### src/rtl/coord_link_pkg.sv
// Types and constants shared by the coordinate link receiver and its byte receiver.
package coord_link_pkg;

    localparam logic [7:0] SYNC_BYTE_DEFAULT = 8'hAA;
    localparam logic [7:0] COORD_CENTRE      = 8'd128;

    typedef enum logic [1:0] {
        IDLE,
        START,
        DATA,
        STOP
    } rx_state_t;

    typedef enum logic [1:0] {
        WAIT_SYNC,
        GET_X,
        GET_Y,
        GET_SUM
    } pkt_state_t;

    function automatic logic [7:0] frame_checksum(input logic [7:0] x, input logic [7:0] y);
        return x ^ y;
    endfunction

endpackage

### src/rtl/uart_byte_rx.sv
// 8N1 byte receiver: synchronizes the raw serial pin and recovers one byte per character.
module uart_byte_rx
    import coord_link_pkg::*;
#(
    parameter int CLK_FREQ  = 50000000,
    parameter int BAUD_RATE = 9600
) (
    input  logic       clk,
    input  logic       reset_n,
    input  logic       rx_pin,
    output logic       byte_valid,
    output logic [7:0] byte_data,
    output logic       frame_err
);

    // byte_valid and frame_err are single-cycle strobes with no backpressure:
    // byte_data is meaningful only in the cycle byte_valid is high, and the
    // consumer must take it then. The two strobes are never high together.

    localparam int BAUD_TICK = CLK_FREQ / BAUD_RATE;
    localparam int HALF_TICK = BAUD_TICK / 2;
    localparam int CNT_W     = $clog2(BAUD_TICK + 1);

    localparam logic [CNT_W-1:0] BIT_LAST  = CNT_W'(BAUD_TICK - 1);
    localparam logic [CNT_W-1:0] HALF_LAST = CNT_W'(HALF_TICK - 1);
    localparam logic [CNT_W-1:0] CNT_ONE   = CNT_W'(1);

    logic             rx_meta;
    logic             rx_sync;
    logic             rx_prev;
    rx_state_t        rx_state;
    logic [CNT_W-1:0] tick_cnt;
    logic [2:0]       bit_idx;
    logic [7:0]       shift;

    // rx_prev lets IDLE react only to a 1->0 transition, so a stuck-low line cannot retrigger.
    always_ff @(posedge clk) begin
        if (!reset_n) begin
            rx_meta <= 1'b1;
            rx_sync <= 1'b1;
            rx_prev <= 1'b1;
        end else begin
            rx_meta <= rx_pin;
            rx_sync <= rx_meta;
            rx_prev <= rx_sync;
        end
    end

    always_ff @(posedge clk) begin
        if (!reset_n) begin
            rx_state   <= IDLE;
            tick_cnt   <= '0;
            bit_idx    <= '0;
            shift      <= '0;
            byte_valid <= 1'b0;
            byte_data  <= '0;
            frame_err  <= 1'b0;
        end else begin
            byte_valid <= 1'b0;
            frame_err  <= 1'b0;
            case (rx_state)
                IDLE: begin
                    tick_cnt <= '0;
                    if (rx_prev && !rx_sync) begin
                        rx_state <= START;
                    end
                end
                START: begin
                    if (tick_cnt == HALF_LAST) begin
                        tick_cnt <= '0;
                        bit_idx  <= '0;
                        rx_state <= rx_sync ? IDLE : DATA;
                    end else begin
                        tick_cnt <= tick_cnt + CNT_ONE;
                    end
                end
                DATA: begin
                    if (tick_cnt == BIT_LAST) begin
                        tick_cnt <= '0;
                        shift    <= {rx_sync, shift[7:1]};
                        bit_idx  <= bit_idx + 3'd1;
                        if (bit_idx == 3'd7) begin
                            rx_state <= STOP;
                        end
                    end else begin
                        tick_cnt <= tick_cnt + CNT_ONE;
                    end
                end
                STOP: begin
                    if (tick_cnt == BIT_LAST) begin
                        tick_cnt <= '0;
                        rx_state <= IDLE;
                        if (rx_sync) begin
                            byte_valid <= 1'b1;
                            byte_data  <= shift;
                        end else begin
                            frame_err <= 1'b1;
                        end
                    end else begin
                        tick_cnt <= tick_cnt + CNT_ONE;
                    end
                end
                default: rx_state <= IDLE;
            endcase
        end
    end

endmodule

### src/rtl/coord_packet_rx.sv
// Frames received bytes into sync/X/Y/checksum packets and publishes only checksum-clean pairs.
module coord_packet_rx
    import coord_link_pkg::*;
#(
    parameter int         CLK_FREQ      = 50000000,
    parameter int         BAUD_RATE     = 9600,
    parameter logic [7:0] SYNC_BYTE     = SYNC_BYTE_DEFAULT,
    parameter int         TIMEOUT_BAUDS = 30
) (
    input  logic       clk50mhz,
    input  logic       reset_n,
    input  logic       uart_rx,
    output logic [7:0] coord_x,
    output logic [7:0] coord_y,
    output logic       coord_valid,
    output logic       frame_err,
    output logic       csum_err,
    output logic [7:0] err_count
);

    localparam int BAUD_TICK      = CLK_FREQ / BAUD_RATE;
    localparam int TIMEOUT_CYCLES = TIMEOUT_BAUDS * BAUD_TICK;
    localparam int TMO_W          = $clog2(TIMEOUT_CYCLES + 1);

    localparam logic [TMO_W-1:0] TMO_LAST = TMO_W'(TIMEOUT_CYCLES - 1);
    localparam logic [TMO_W-1:0] TMO_ONE  = TMO_W'(1);

    logic             byte_valid;
    logic [7:0]       byte_data;
    pkt_state_t       pkt_state;
    logic [7:0]       x_stage;
    logic [7:0]       y_stage;
    logic [TMO_W-1:0] tmo_cnt;

    uart_byte_rx #(
        .CLK_FREQ  (CLK_FREQ),
        .BAUD_RATE (BAUD_RATE)
    ) u_byte_rx (
        .clk        (clk50mhz),
        .reset_n    (reset_n),
        .rx_pin     (uart_rx),
        .byte_valid (byte_valid),
        .byte_data  (byte_data),
        .frame_err  (frame_err)
    );

    // Bytes are positional once sync is seen: a SYNC_BYTE value in X or Y is plain data.
    always_ff @(posedge clk50mhz) begin
        if (!reset_n) begin
            pkt_state   <= WAIT_SYNC;
            x_stage     <= '0;
            y_stage     <= '0;
            tmo_cnt     <= '0;
            coord_x     <= COORD_CENTRE;
            coord_y     <= COORD_CENTRE;
            coord_valid <= 1'b0;
            csum_err    <= 1'b0;
        end else begin
            coord_valid <= 1'b0;
            csum_err    <= 1'b0;
            if (frame_err) begin
                pkt_state <= WAIT_SYNC;
                x_stage   <= '0;
                y_stage   <= '0;
                tmo_cnt   <= '0;
            end else if (byte_valid) begin
                tmo_cnt <= '0;
                case (pkt_state)
                    WAIT_SYNC: begin
                        if (byte_data == SYNC_BYTE) begin
                            pkt_state <= GET_X;
                        end
                    end
                    GET_X: begin
                        x_stage   <= byte_data;
                        pkt_state <= GET_Y;
                    end
                    GET_Y: begin
                        y_stage   <= byte_data;
                        pkt_state <= GET_SUM;
                    end
                    GET_SUM: begin
                        if (byte_data == frame_checksum(x_stage, y_stage)) begin
                            coord_x     <= x_stage;
                            coord_y     <= y_stage;
                            coord_valid <= 1'b1;
                        end else begin
                            csum_err <= 1'b1;
                        end
                        pkt_state <= WAIT_SYNC;
                    end
                    default: pkt_state <= WAIT_SYNC;
                endcase
            end else if (pkt_state != WAIT_SYNC) begin
                // A stalled partial frame is dropped silently; it is not a line error.
                if (tmo_cnt == TMO_LAST) begin
                    tmo_cnt   <= '0;
                    pkt_state <= WAIT_SYNC;
                end else begin
                    tmo_cnt <= tmo_cnt + TMO_ONE;
                end
            end
        end
    end

    always_ff @(posedge clk50mhz) begin
        if (!reset_n) begin
            err_count <= '0;
        end else if ((frame_err || csum_err) && (err_count != 8'hFF)) begin
            err_count <= err_count + 8'd1;
        end
    end

endmodule

### config.mk
export PLATFORM = sky130hd
export DESIGN_NAME = coord_packet_rx
export DESIGN_NICKNAME = d
export VERILOG_FILES = /design/src/rtl/coord_link_pkg.sv /design/src/rtl/uart_byte_rx.sv /design/src/rtl/coord_packet_rx.sv
export SDC_FILE = /design/constraint.sdc
export NUM_CORES = 1
export LEC_CHECK = 0
export CAP_MARGIN = 10
export CORE_UTILIZATION = 30
export DETAILED_ROUTE_END_ITERATION = 6
export SETUP_SLACK_MARGIN = 0.4
export SLEW_MARGIN = 20
export SYNTH_ARGS = -nofsm -noshare
export SYNTH_HDL_FRONTEND = slang
export SYNTH_SLANG_ARGS = --single-unit
### constraint.sdc
create_clock -name clk50mhz -period 3.6 [get_ports clk50mhz]
set_clock_uncertainty 0.05 [all_clocks]
set_input_delay 0.72 -clock clk50mhz [delete_from_list [all_inputs] [get_ports clk50mhz]]
set_output_delay 0.72 -clock clk50mhz [all_outputs]
set_load 0.01 [all_outputs]
After elaboration in Yosys (flattened, before gate mapping). Index checks and enable logic that the tools add are counted.

Flip-flop bits (word level): 101. Input port bits: 3. Output and inout bits: 27. Logic and storage cells: 93.

Add/subtract/negate cells: 4. Eq/ne operators: 19. Muxes and demuxes: 23. Bitwise operators: 5. Reduce and logical (&&, ||, !) cells: 23.

Operator list (number): $pmux W13 S3 (1); $mux W13 (2); $mux W2 (10); $add A18 B1 Y18 const B (1); $eq A18 B18 Y1 const B (1); $mux W18 (1); $pmux W2 S4 (2); $add A13 B1 Y13 const B (1); $eq A13 B12 Y1 const B (1); $eq A13 B13 Y1 const B (1); $reduce_and A3 Y1 (4); $ne A2 B1 Y1 const B (5); $add A8 B1 Y8 const B (1); $eq A2 B2 Y1 const B (4); $eq A8 B8 Y1 (1); $eq A8 B8 Y1 const B (1); $ne A8 B8 Y1 const B (1); $reduce_bool A2 Y1 (4); $xor A8 B8 Y8 (1); $mux W3 (2); $pmux W3 S2 (1); $reduce_and A2 Y1 (3); $reduce_and A5 Y1 (1); $eq A2 B1 Y1 const B (2); 13 further kinds (22).

Depth between registers and ports, before layout. Gate-level depths: netlist (run 1).

Depth after elaboration: 4. Gate-level depth with buffers: 8. Depth with buffers taken out: 7.

Modules after synthesis. A second synthesis (run 1) with hierarchy kept.

Cells, all modules: 503. Area total of the unflattened synthesis: 4615.7 um2.

By module, submodules not included: coord_packet_rx (times used 1, cells an instance 325, area an instance 2916.5 um2, seq. area each 1241.2 um2); uart_byte_rx (times used 1, cells an instance 178, area an instance 1699.1 um2, seq. area each 780.7 um2).

Least setup slack after synthesis (run 1). OpenSTA, ideal clock, no wires.

Path type: reg-to-reg. Start point: register pkt_state[0]. End point: register tmo_cnt[14]. Library setup time: 71 ps. Arrival: 1776 ps. Required time: 3479 ps. Slack: 1703 ps. Cell stages (with the launch flop): 9. Buffers on the path: 1. Period minus slack after synthesis: 1897 ps. Cells stage by stage: dfxtp_1 > inv_1 > ha_1 > and4b_1 > clkbuf_1 > and2_1 > nand2_1 > or3_1 > a21oi_1.

Cells in the longest elaborated chain, start to end: 1.

RTL lines: start, declared (line coord_packet_rx.sv:30) `pkt_state_t pkt_state;`; start signal, assigned (line coord_packet_rx.sv:50) `pkt_state <= WAIT_SYNC;`; start signal, assigned (line coord_packet_rx.sv:62) `pkt_state <= WAIT_SYNC;`; start signal, assigned (line coord_packet_rx.sv:71) `pkt_state <= GET_X;`; $reduce_bool A2 Y1 (line coord_packet_rx.sv:94) `end else if (pkt_state != WAIT_SYNC) begin`; end signal, assigned (line coord_packet_rx.sv:100) `tmo_cnt <= tmo_cnt + TMO_ONE;`; end, declared (line coord_packet_rx.sv:33) `logic [TMO_W-1:0] tmo_cnt;`.

Every way passes these cells. A chain may end at the register's enable or synchronous reset.

Final worst setup path (run 1).
Start point: register u_byte_rx.tick_cnt[0]. End point: register u_byte_rx.byte_data[7].

Cells in the longest elaborated chain, start to end: 2.

RTL lines: start, declared (line uart_byte_rx.sv:32) `logic [CNT_W-1:0] tick_cnt;`; start signal, assigned (line uart_byte_rx.sv:74) `tick_cnt <= tick_cnt + CNT_ONE;`; start signal, assigned (line uart_byte_rx.sv:86) `tick_cnt <= tick_cnt + CNT_ONE;`; start signal, assigned (line uart_byte_rx.sv:100) `tick_cnt <= tick_cnt + CNT_ONE;`; $eq A13 B13 Y1 (line uart_byte_rx.sv:90) `if (tick_cnt == BIT_LAST) begin`; $reduce_and A3 Y1 (no line); end signal, assigned (line uart_byte_rx.sv:95) `byte_data <= shift;`; end, declared (line uart_byte_rx.sv:12) `output logic [7:0] byte_data,`.

Every way passes these cells.

==> flow_summary.yaml, run 1 <==
critical_path:
  path_cells: "ha_1 -> and4bb_2 -> and4_1 -> and3_1 -> nand2_1 -> a21oi_1"
  critPathCapture: "u_byte_rx.byte_data[7]"
  crit_slowest_cell: "and4_1"
  reg2reg_depth: 6
  path_max_fanout: 13
  cp_slowest_stage_delay_ns: 0.48
  crit_arrival_ns: 2.41
  worst-setup-path-type: "flop to flop"
  startpoint: "u_byte_rx.tick_cnt[0]"
  cp_top_family: "simple AND/OR/NAND/NOR gates"
  crit_required_ns: 3.82
  path_depth: 6
  r2r_slack_ns: 1.41
  critPathBufInv: 0
  rr_endpoint: "u_byte_rx.byte_data[7]"
  r2r_start: "u_byte_rx.tick_cnt[0]"
  worst_setup_path_start_kind: "flop"
  endpoint_kind: "flop"
detailed_routing:
  wl_per_cell_um: 11.7
  wl_mm: 8.31
  drtPass1Iterations: 4
  drt-initial-drc-count: 109
  route.vias.total: 3411
  antenna_left: 0
  vias_per_cell: 4.80
  route.detailed.drc: 0
timing:
  fin_hold_ws_ns: 0.368
  setup_viol_count_final: 0
  worst_slew_pin_slew_ns: 0.707
  finalHoldViolCount: 0
  slew_headroom: 0.529
  rsz0062_at_grt: "false"
  fin_crit_sh: 0.609
  period_minus_slack_ns: 2.19
  slew_violations: 0
  fmaxAchievable_mhz: 456
  finalSetupTns_ns: 0
yosys:
  synth_seq_cells: 101
  syn_avg_cell_area_um2: 8.69
  postSynthCellCount: 506
  synth-main-ff-cell: "dfxtp_1"
  synthArstFlopShare: 0
  synth_nets: 523
  synth_edf_count: 0
  netlist_area_um2: 4400
  synth_cell_types: 44
  ys_seq_area_frac: 0.460
  yosys_warnings: 0
cts:
  cts_max_path_buffers: 2
  htreeDepth: 3
  cts-root-buf: "clkbuf_16"
  postCtsHoldBufs: 0
  post_cts_buffers: 0
  ctsResizeCount: 0
  clk_pin_slew_worst_paths_ns: 0.06
  cts_tree: "done"
  cts_sinks: 101
  numCtsBuffers: 9
  worstSkewPairLatency_ns: 0.34
job:
  maxCapViolCount: 0
final_layout:
  nFillCells: 1464
  num_antenna_cells: 0
  drive_above_1_share: 0.0453
  nNetsFinal: 544
  area_growth_syn_to_layout_pct: 16.0
global_route:
  grt-ovfl-total: 0
  grt.total_usage: 0.120
  grt_max_degree: 39
  grt_pass1_wl_mm: 14.7
  antenna_found_initial: 0
  grt_pass1_vias: 3283
power:
  peakVddDrop_mv: 0.228
  p_switching_uw: 439
  p_comb_frac: 0.026
  power.share.sequential: 0.553
  swShare: 0.216
  p_clk_frac: 0.421
  power.density_nw_per_um2: 399
  p_leak_nw: 1.66
  p_int_mw: 1.60
die:
  die-area_um2: 15200
  dieHeight_um: 123
  die-width_um: 123
  core_um2: 14100
  row_count: 43
  io_pins: 30
  start_util: 0.312
outcome:
  status: "finished clean"
placed_design:
  port_buffers: 29
  dp_hpwl_mm: 5.92
  place.gp.congestion: 0.751
hold_path:
  hold_path_class: "flop to flop"
==> Yosys cell counts (all sizes together) (2+ instances only) <==
cell type	n	area, um2
or3	3	18.8
and2	4	25.0
and4	3	26.3
xor2	13	114
inv	12	45.0
o21ai	19	95.1
a211oi	2	15.0
nand2	81	304
ha	14	175
buf	7	37.5
nor3	7	35.0
dfxtp	101	2020
nand2b	8	50.1
clkbuf	16	60.1
nand3b	3	22.5
and4bb	2	25.0
xnor2	18	158
nor2	49	184
nor4	7	65.1
nand3	58	290
mux2i	5	50.1
nand4	9	56.3
a21oi	40	200
or2	2	12.5
xnor3	8	180
nand4b	2	17.5
==> through the flow <==
stage / instance area, um2 / cells / worst slack, ns / util / power, mW
final: 5100 / 710 / 1.41 / 0.362 / 2.03
after global routing: 5100 / 710 / 1.14 / 0.362 / 2.11
after CTS: 5100 / 710 / 1.40 / 0.362 / 2.07
after detailed placement: 4850 / 696 / 1.21 / 0.344 / 1.20
after global placement: 4850 / 696 / 1.27 / 0.344 / 1.20
after floorplan: 4400 / 506 / 1.70 / - / 1.19
==> how the worst min path moves through the flow <==
stage,cells past startpoint,start,end
2_1_floorplan,1,u_byte_rx.rx_meta,u_byte_rx.rx_sync
3_3_place_gp,1,u_byte_rx.rx_meta,u_byte_rx.rx_sync
3_5_place_dp,1,u_byte_rx.rx_meta,u_byte_rx.rx_sync
4_1_cts,1,u_byte_rx.rx_meta,u_byte_rx.rx_sync
5_1_grt,1,u_byte_rx.rx_meta,u_byte_rx.rx_sync
6_report,1,u_byte_rx.rx_meta,u_byte_rx.rx_sync
==> power by group through the flow <==
stage / Combinational (mW) / Clock (mW) / Sequential, mW
6_report: 0.0524 / 0.857 / 1.12
5_1_grt: 0.0594 / 0.927 / 1.12
3_3_place_gp: 0.0504 / 0 / 1.15
2_1_floorplan: 0.0409 / 0 / 1.15
4_1_cts: 0.0530 / 0.889 / 1.12
3_5_place_dp: 0.0527 / 0 / 1.15
==> layout make-up <==
cell class	instances	area, um2	share of cell area
clock buffers	9	225	0.0441
repair buffers	33	320	0.0628
clock inverters	5	30.0	0.00589
well taps	180	225	0.0441
flip-flops and latches	101	2020	0.396
inverters	12	45.0	0.00883
multi-input cells	370	2230	0.438
==> per-layer routing <==
layer  GRT usage  wire [um]
met1       0.151       4060
met2       0.203       3850
met3      0.0208        253
met4      0.0520        150
met5           0          0
==> logic make-up after synthesis <==
group / Yosys count / synth area share
AOI/OAI and AO/OA: 69 / 0.0873
muxes: 5 / 0.0114
xor gates and xnor gates: 39 / 0.103
and+or+nand+nor: 243 / 0.267
DFF: 101 / 0.460
adders and majority gates: 14 / 0.0398
buffers and inverters: 35 / 0.0324
==> flip-flops by register name, summed over array words and instances (netlist names), 2 cells and up, named ones only <==
name and flops:
u_byte_rx.bit_idx 3, err_count 8, tmo_cnt 18, coord_y 8, coord_x 8, y_stage 8, u_byte_rx.byte_data 8, u_byte_rx.tick_cnt 13
u_byte_rx.shift 8, pkt_state 2, x_stage 8
==> worst register-to-register path, cell delays in order (launching register included) <==
cell and delay (ns):
dfxtp_1 0.40, ha_1 0.30, and4bb_2 0.27, and4_1 0.48
and3_1 0.38, nand2_1 0.10, a21oi_1 0.14
==> cell usage in the layout (no fill, tap or decap), drive strengths merged, types with 2 or more instances in the layout <==
master | Yosys | final
buf | 7 | 4
and2 | 4 | 4
xor2 | 13 | 13
nand3 | 58 | 58
a211oi | 2 | 2
nand4 | 9 | 9
nand4b | 2 | 2
or3 | 3 | 3
xnor2 | 18 | 18
ha | 14 | 14
nand2b | 8 | 8
xnor3 | 8 | 8
mux2i | 5 | 5
nor2 | 49 | 49
nor3 | 7 | 7
and4 | 3 | 3
or2 | 2 | 2
clkdlybuf4s50 | 0 | 29
inv | 12 | 12
a21oi | 40 | 40
nor4 | 7 | 7
clkinv | 0 | 3
o21ai | 19 | 19
and4bb | 2 | 2
nand3b | 3 | 3
clkbuf | 16 | 9
dfxtp | 101 | 101
clkinvlp | 0 | 2
nand2 | 81 | 81
Note: power is estimated with default switching activity, not from simulation.
==> inputs of run 2 (changes only) <==
==> constraint.sdc (replaced) <==
create_clock -name clk50mhz -period 2.2 [get_ports clk50mhz]
set_clock_uncertainty 0.05 [all_clocks]
set_input_delay 0.44 -clock clk50mhz [delete_from_list [all_inputs] [get_ports clk50mhz]]
set_output_delay 0.44 -clock clk50mhz [all_outputs]
set_load 0.01 [all_outputs]
==> run 2 against run 1 <==
First-iteration DRC count up 8.3%; non-clock buffer count up 31; power up 81%; die area unchanged; routed wire length up 9.9%; clock power up 100%; core utilization up 3.6 points; count of clock-buffer cells in the layout up 1; combinational power up 120%; cell area up 10%; largest power group unchanged.
==> flow_summary.yaml, run 2 (synthesized netlist as in run 1, its figures left out) <==
final_layout:
  nFillCells: 1415
  drive_above_1_share: 0.160
  layoutNonFillerInstCount: 744
  largest_register: "tmo_cnt"
  utilization: 0.398
  largest_reg_flops: 18
  stdcell_area_um2: 5610
  mostFrequentLayoutCells: "dfxtp_1, nand2_1, nand3_1"
  area_growth_syn_to_layout_pct: 27.6
  layout.cells.most_common: "dfxtp_1"
  reg_top3: "tmo_cnt (18), u_byte_rx.tick_cnt (13)"
  num_antenna_cells: 0
  nNetsFinal: 576
cts:
  htreeDepth: 3
  worstSkewPairLatency_ns: 0.35
  postCtsHoldBufs: 0
  cts_sinks: 101
  numCtsBuffers: 9
  cts-root-buf: "clkbuf_16"
  clk_pin_slew_worst_paths_ns: 0.07
  cts_tree: "done"
  cts_max_path_buffers: 2
global_route:
  antenna_found_initial: 0
  grt.total_usage: 0.131
  grt_pass1_wl_mm: 15.8
  grt-ovfl-total: 0
  grt_pass1_vias: 3415
  grt_max_degree: 32
detailed_routing:
  vias_per_cell: 4.87
  route.vias.total: 3624
  drt-initial-drc-count: 118
  wl_per_cell_um: 12.3
  wl_mm: 9.14
  route.detailed.drc: 0
  drtPass1Iterations: 6
  antenna_left: 0
critical_path:
  startpoint: "y_stage[5]"
  worst_setup_path_start_kind: "flop"
  crit_arrival_ns: 2.01
  r2r_start: "y_stage[5]"
  crit_slowest_cell: "xnor3_1"
  endpoint_kind: "flop"
  path_max_fanout: 5
  path_cells: "xnor3_1 -> nand4_1 -> nor4_4 -> buf_6 -> buf_12 -> mux2i_1 -> nand2_1"
  cp_top_family: "simple AND/OR/NAND/NOR gates"
  crit_required_ns: 2.38
  critPathBufInv: 2
  cp_slowest_stage_delay_ns: 0.36
  worst-setup-path-type: "flop to flop"
timing:
  fin_hold_ws_ns: 0.385
  worst_slack_ns: 0.371
  finalSetupTns_ns: 0
  setup_viol_count_final: 0
  slew_headroom: 0.708
  rsz0062_at_grt: "true"
  finalHoldViolCount: 0
  worst_slew_pin_slew_ns: 0.434
  fmaxAchievable_mhz: 547
  fin_crit_sh: 0.831
  period_minus_slack_ns: 1.83
  slew_violations: 0
placed_design:
  dp_hpwl_mm: 6.14
  dp_slack_ns: 0.257
  place_area_um2: 4980
  place.gp.congestion: 0.761
  port_buffers: 29
  dp.cells: 709
hold_path:
  hold_path_class: "flop to flop"
  hold_start: "u_byte_rx.rx_meta"
die:
  start_util: 0.312
  dieHeight_um: 123
  io_pins: 30
  row_count: 43
  die-area_um2: 15200
  core_um2: 14100
  die-width_um: 123
job:
  maxCapViolCount: 0
outcome:
  status: "finished clean"
power:
  power.density_nw_per_um2: 657
  power_mw: 3.69
  peakVddDrop_mv: 0.437
  p_leak_nw: 2.02
## run 2: final cells by class
cell class                 count  area [um2]  area share
timing repair buffer          64         626       0.111
multi-input combinational    371        2330       0.415
tap                          180         225      0.0401
inverter                      12        45.0     0.00802
clock buffer                  10         239      0.0426
sequential                   101        2050       0.366
clock inverter                 6        95.1      0.0169
## run 2: metal layers
layer	vias to the layer above	part of all wire	wire length, um	global-route usage
met2	56	0.47	4330	0.215
met3	16	0.036	333	0.0355
li1	1835	-	-	-
met1	1717	0.47	4340	0.162
met4	0	0.014	131	0.0572
met5	-	0	0	0
## run 2: power breakdown
| group | switching [mW] | internal [mW] | leakage [nW] |
|---|---|---|---|
| Clock | 0.701 | 1.04 | 0.157 |
| Sequential | 0.00719 | 1.83 | 0.823 |
| Combinational | 0.0707 | 0.0435 | 1.04 |
## run 2: path summary, 6_finish.rpt
kind,to,cells past startpoint,slack [ns]
worst min-delay path,u_byte_rx.rx_sync,1,0.39
worst max-delay path,coord_y[7],7,0.37
worst max register to register,coord_y[7],7,0.37
worst min register to register,u_byte_rx.rx_sync,1,0.39
## run 2: what timing repair did
action	in CTS	in global routing
pin swaps	7	12
resized for setup	22	43
setup buffers	9	8
gates cloned	1	1
endpoints found under the hold margin	0	0
setup endpoints to repair	63	78
==> inputs of run 3 (changes only) <==
==> constraint.sdc (replaced) <==
create_clock -name clk50mhz -period 1.6 [get_ports clk50mhz]
set_clock_uncertainty 0.05 [all_clocks]
set_input_delay 0.32 -clock clk50mhz [delete_from_list [all_inputs] [get_ports clk50mhz]]
set_output_delay 0.32 -clock clk50mhz [all_outputs]
set_load 0.01 [all_outputs]
==> run 3 against run 2 <==
The run now ends with negative setup slack left; register-to-register slack worse by 0.66 ns; routed wire length is 28% higher; core utilization is 9.1 points higher; power is 39% higher; sequential cell count stayed put; die area stayed put; clock power is 36% higher; via count is 12% higher; critical endpoint is now u_byte_rx.rx_state[0]; highest routed layer unchanged.
==> flow_summary.yaml, run 3 (synthesized netlist as in run 1, its figures left out) <==
power:
  p_clk_frac: 0.460
  p_comb_frac: 0.049
  p_int_mw: 4.00
  p_switching_mw: 1.12
  peakVddDrop_mv: 0.634
  p_leak_nw: 2.55
  swShare: 0.219
  power_mw: 5.12
  power.density_nw_per_um2: 743
  power.share.sequential: 0.491
die:
  die-width_um: 123
  dieHeight_um: 123
  io_pins: 30
  row_count: 43
  core_um2: 14100
  start_util: 0.312
  die-area_um2: 15200
detailed_routing:
  drtPass1Iterations: 4
  vias_per_cell: 4.90
  route.detailed.drc: 0
  wl_mm: 11.7
  wl_per_cell_um: 14.2
  route.vias.total: 4064
  antenna_left: 0
  drt-initial-drc-count: 241
cts:
  cts_sinks: 101
  cts-root-buf: "clkbuf_16"
  worstSkewPairLatency_ns: 0.35
  postCtsHoldBufs: 0
  cts_tree: "done"
  cts_max_path_buffers: 2
  clk_pin_slew_worst_paths_ns: 0.07
  htreeDepth: 3
  numCtsBuffers: 9
critical_path:
  path_max_fanout: 4
  worst_setup_path_start_kind: "flop"
  endpoint_kind: "flop"
  crit_arrival_ns: 2.10
  worst-setup-path-type: "flop to flop"
  cp_slowest_stage_delay_ns: 0.52
  r2r_start: "u_byte_rx.tick_cnt[0]"
  path_cells: "ha_4 -> and4_1 -> nand4_1 -> a222oi_1 -> a21oi_1 -> a211oi_1"
  rr_endpoint: "u_byte_rx.rx_state[0]"
  crit_required_ns: 1.81
  crit_slowest_cell: "a222oi_1"
  r2r_slack_ns: -0.29
  reg2reg_depth: 6
final_layout:
  nNetsFinal: 661
  num_antenna_cells: 0
  nFillCells: 1273
  reg_top3: "tmo_cnt (18), u_byte_rx.tick_cnt (13)"
  regArea_um2: 2080
  mostFrequentLayoutCells: "buf_4, dfxtp_1, nand2_1"
  layout.cells.most_common: "buf_4"
  drive_above_1_share: 0.499
  largest_reg_flops: 18
  area_growth_syn_to_layout_pct: 56.8
  multi_input_area_um2: 2860
  largest_register: "tmo_cnt"
timing:
  setup_viol_count_final: 54
  slew_headroom: 0.688
  slew_violations: 0
  finalHoldViolCount: 0
  fmaxAchievable_mhz: 529
  period_minus_slack_ns: 1.89
  rsz0062_at_grt: "true"
  fin_crit_sh: 1.18
  worst_slew_pin_slew_ns: 0.469
  worst_slack_ns: -0.292
global_route:
  grt_pass1_vias: 3937
  grt.total_usage: 0.152
  grt_max_degree: 35
  grt-ovfl-total: 0
  antenna_found_initial: 0
  grt_pass1_wl_mm: 18.2
outcome:
  violations: "negative setup slack"
  status: "complete, but fails checks"
hold_path:
  worstHoldPathCells: 1
  hold_path_class: "flop to flop"
  hold_start: "u_byte_rx.rx_meta"
  hold_end: "u_byte_rx.rx_sync"
placed_design:
  port_buffers: 29
  place.gp.congestion: 0.789
  dp_hpwl_mm: 6.99
  dp_slack_ns: -0.211
job:
  maxCapViolCount: 0
[run 3: final cells by class]
cell class | instances | area share
clock inverter | 7 | 0.0141
clock buffer | 9 | 0.0326
tap | 180 | 0.0326
sequential | 101 | 0.301
timing repair buffer | 148 | 0.199
inverter | 12 | 0.00653
multi-input combinational | 372 | 0.414
[run 3: critical path, delay by kind of cell, from the launching register on]
| kind | cells | cell delay [ns] |
|---|---|---|
| fa+ha+maj | 1 | 0.15 |
| simple gates | 2 | 0.35 |
| compound gates | 3 | 0.91 |
| flops | 1 | 0.35 |
[run 3: worst max-delay path by stage]
stage,startpoint,endpoint,slack (ns),depth (start not counted)
after global placement,u_byte_rx.tick_cnt[1],flop,-0.14,6
final,u_byte_rx.tick_cnt[0],u_byte_rx.rx_state[0],-0.29,6
after floorplan,u_byte_rx.tick_cnt[0],flop,-0.11,6
after CTS,u_byte_rx.tick_cnt[0],flop,-0.17,6
after detailed placement,u_byte_rx.tick_cnt[1],flop,-0.21,6
after global routing,u_byte_rx.tick_cnt[0],u_byte_rx.rx_state[0],-0.41,6
[run 3: timing repair]
action	in CTS	in global routing
gates cloned	4	3
setup endpoints to repair	124	116
buffers inserted	23	8
pin swaps	43	53
gates resized for setup	205	109
[run 3: through the flow]
stage | setup TNS, ns | hold slack [ns] | cells | util | area, um2
after floorplan | -0.816 | 0.336 | 506 | - | 4550
after global placement | -3.50 | 0.339 | 775 | 0.396 | 5580
after detailed placement | -5.34 | 0.350 | 775 | 0.396 | 5580
after CTS | -5.37 | 0.367 | 818 | 0.453 | 6390
after global routing | -10.95 | 0.380 | 829 | 0.489 | 6900
final | -6.52 | 0.362 | 829 | 0.489 | 6900
[run 3: power by group through the flow]
| stage | Sequential, mW | Combinational [mW] | Clock [mW] |
|---|---|---|---|
| finish | 2.52 | 0.249 | 2.36 |
| detailed placement | 2.58 | 0.151 | 0 |
| global route | 2.52 | 0.268 | 2.50 |
| floorplan | 2.58 | 0.0958 | 0 |
| global placement | 2.58 | 0.146 | 0 |
| CTS | 2.52 | 0.208 | 2.42 |
[run 3: per-layer routing]
metal | up-vias | GRT usage | share of wire
met5 | - | 0 | 0
li1 | 2021 | - | -
met2 | 50 | 0.271 | 0.52
met1 | 1976 | 0.182 | 0.44
met3 | 17 | 0.0304 | 0.022
met4 | 0 | 0.0505 | 0.017
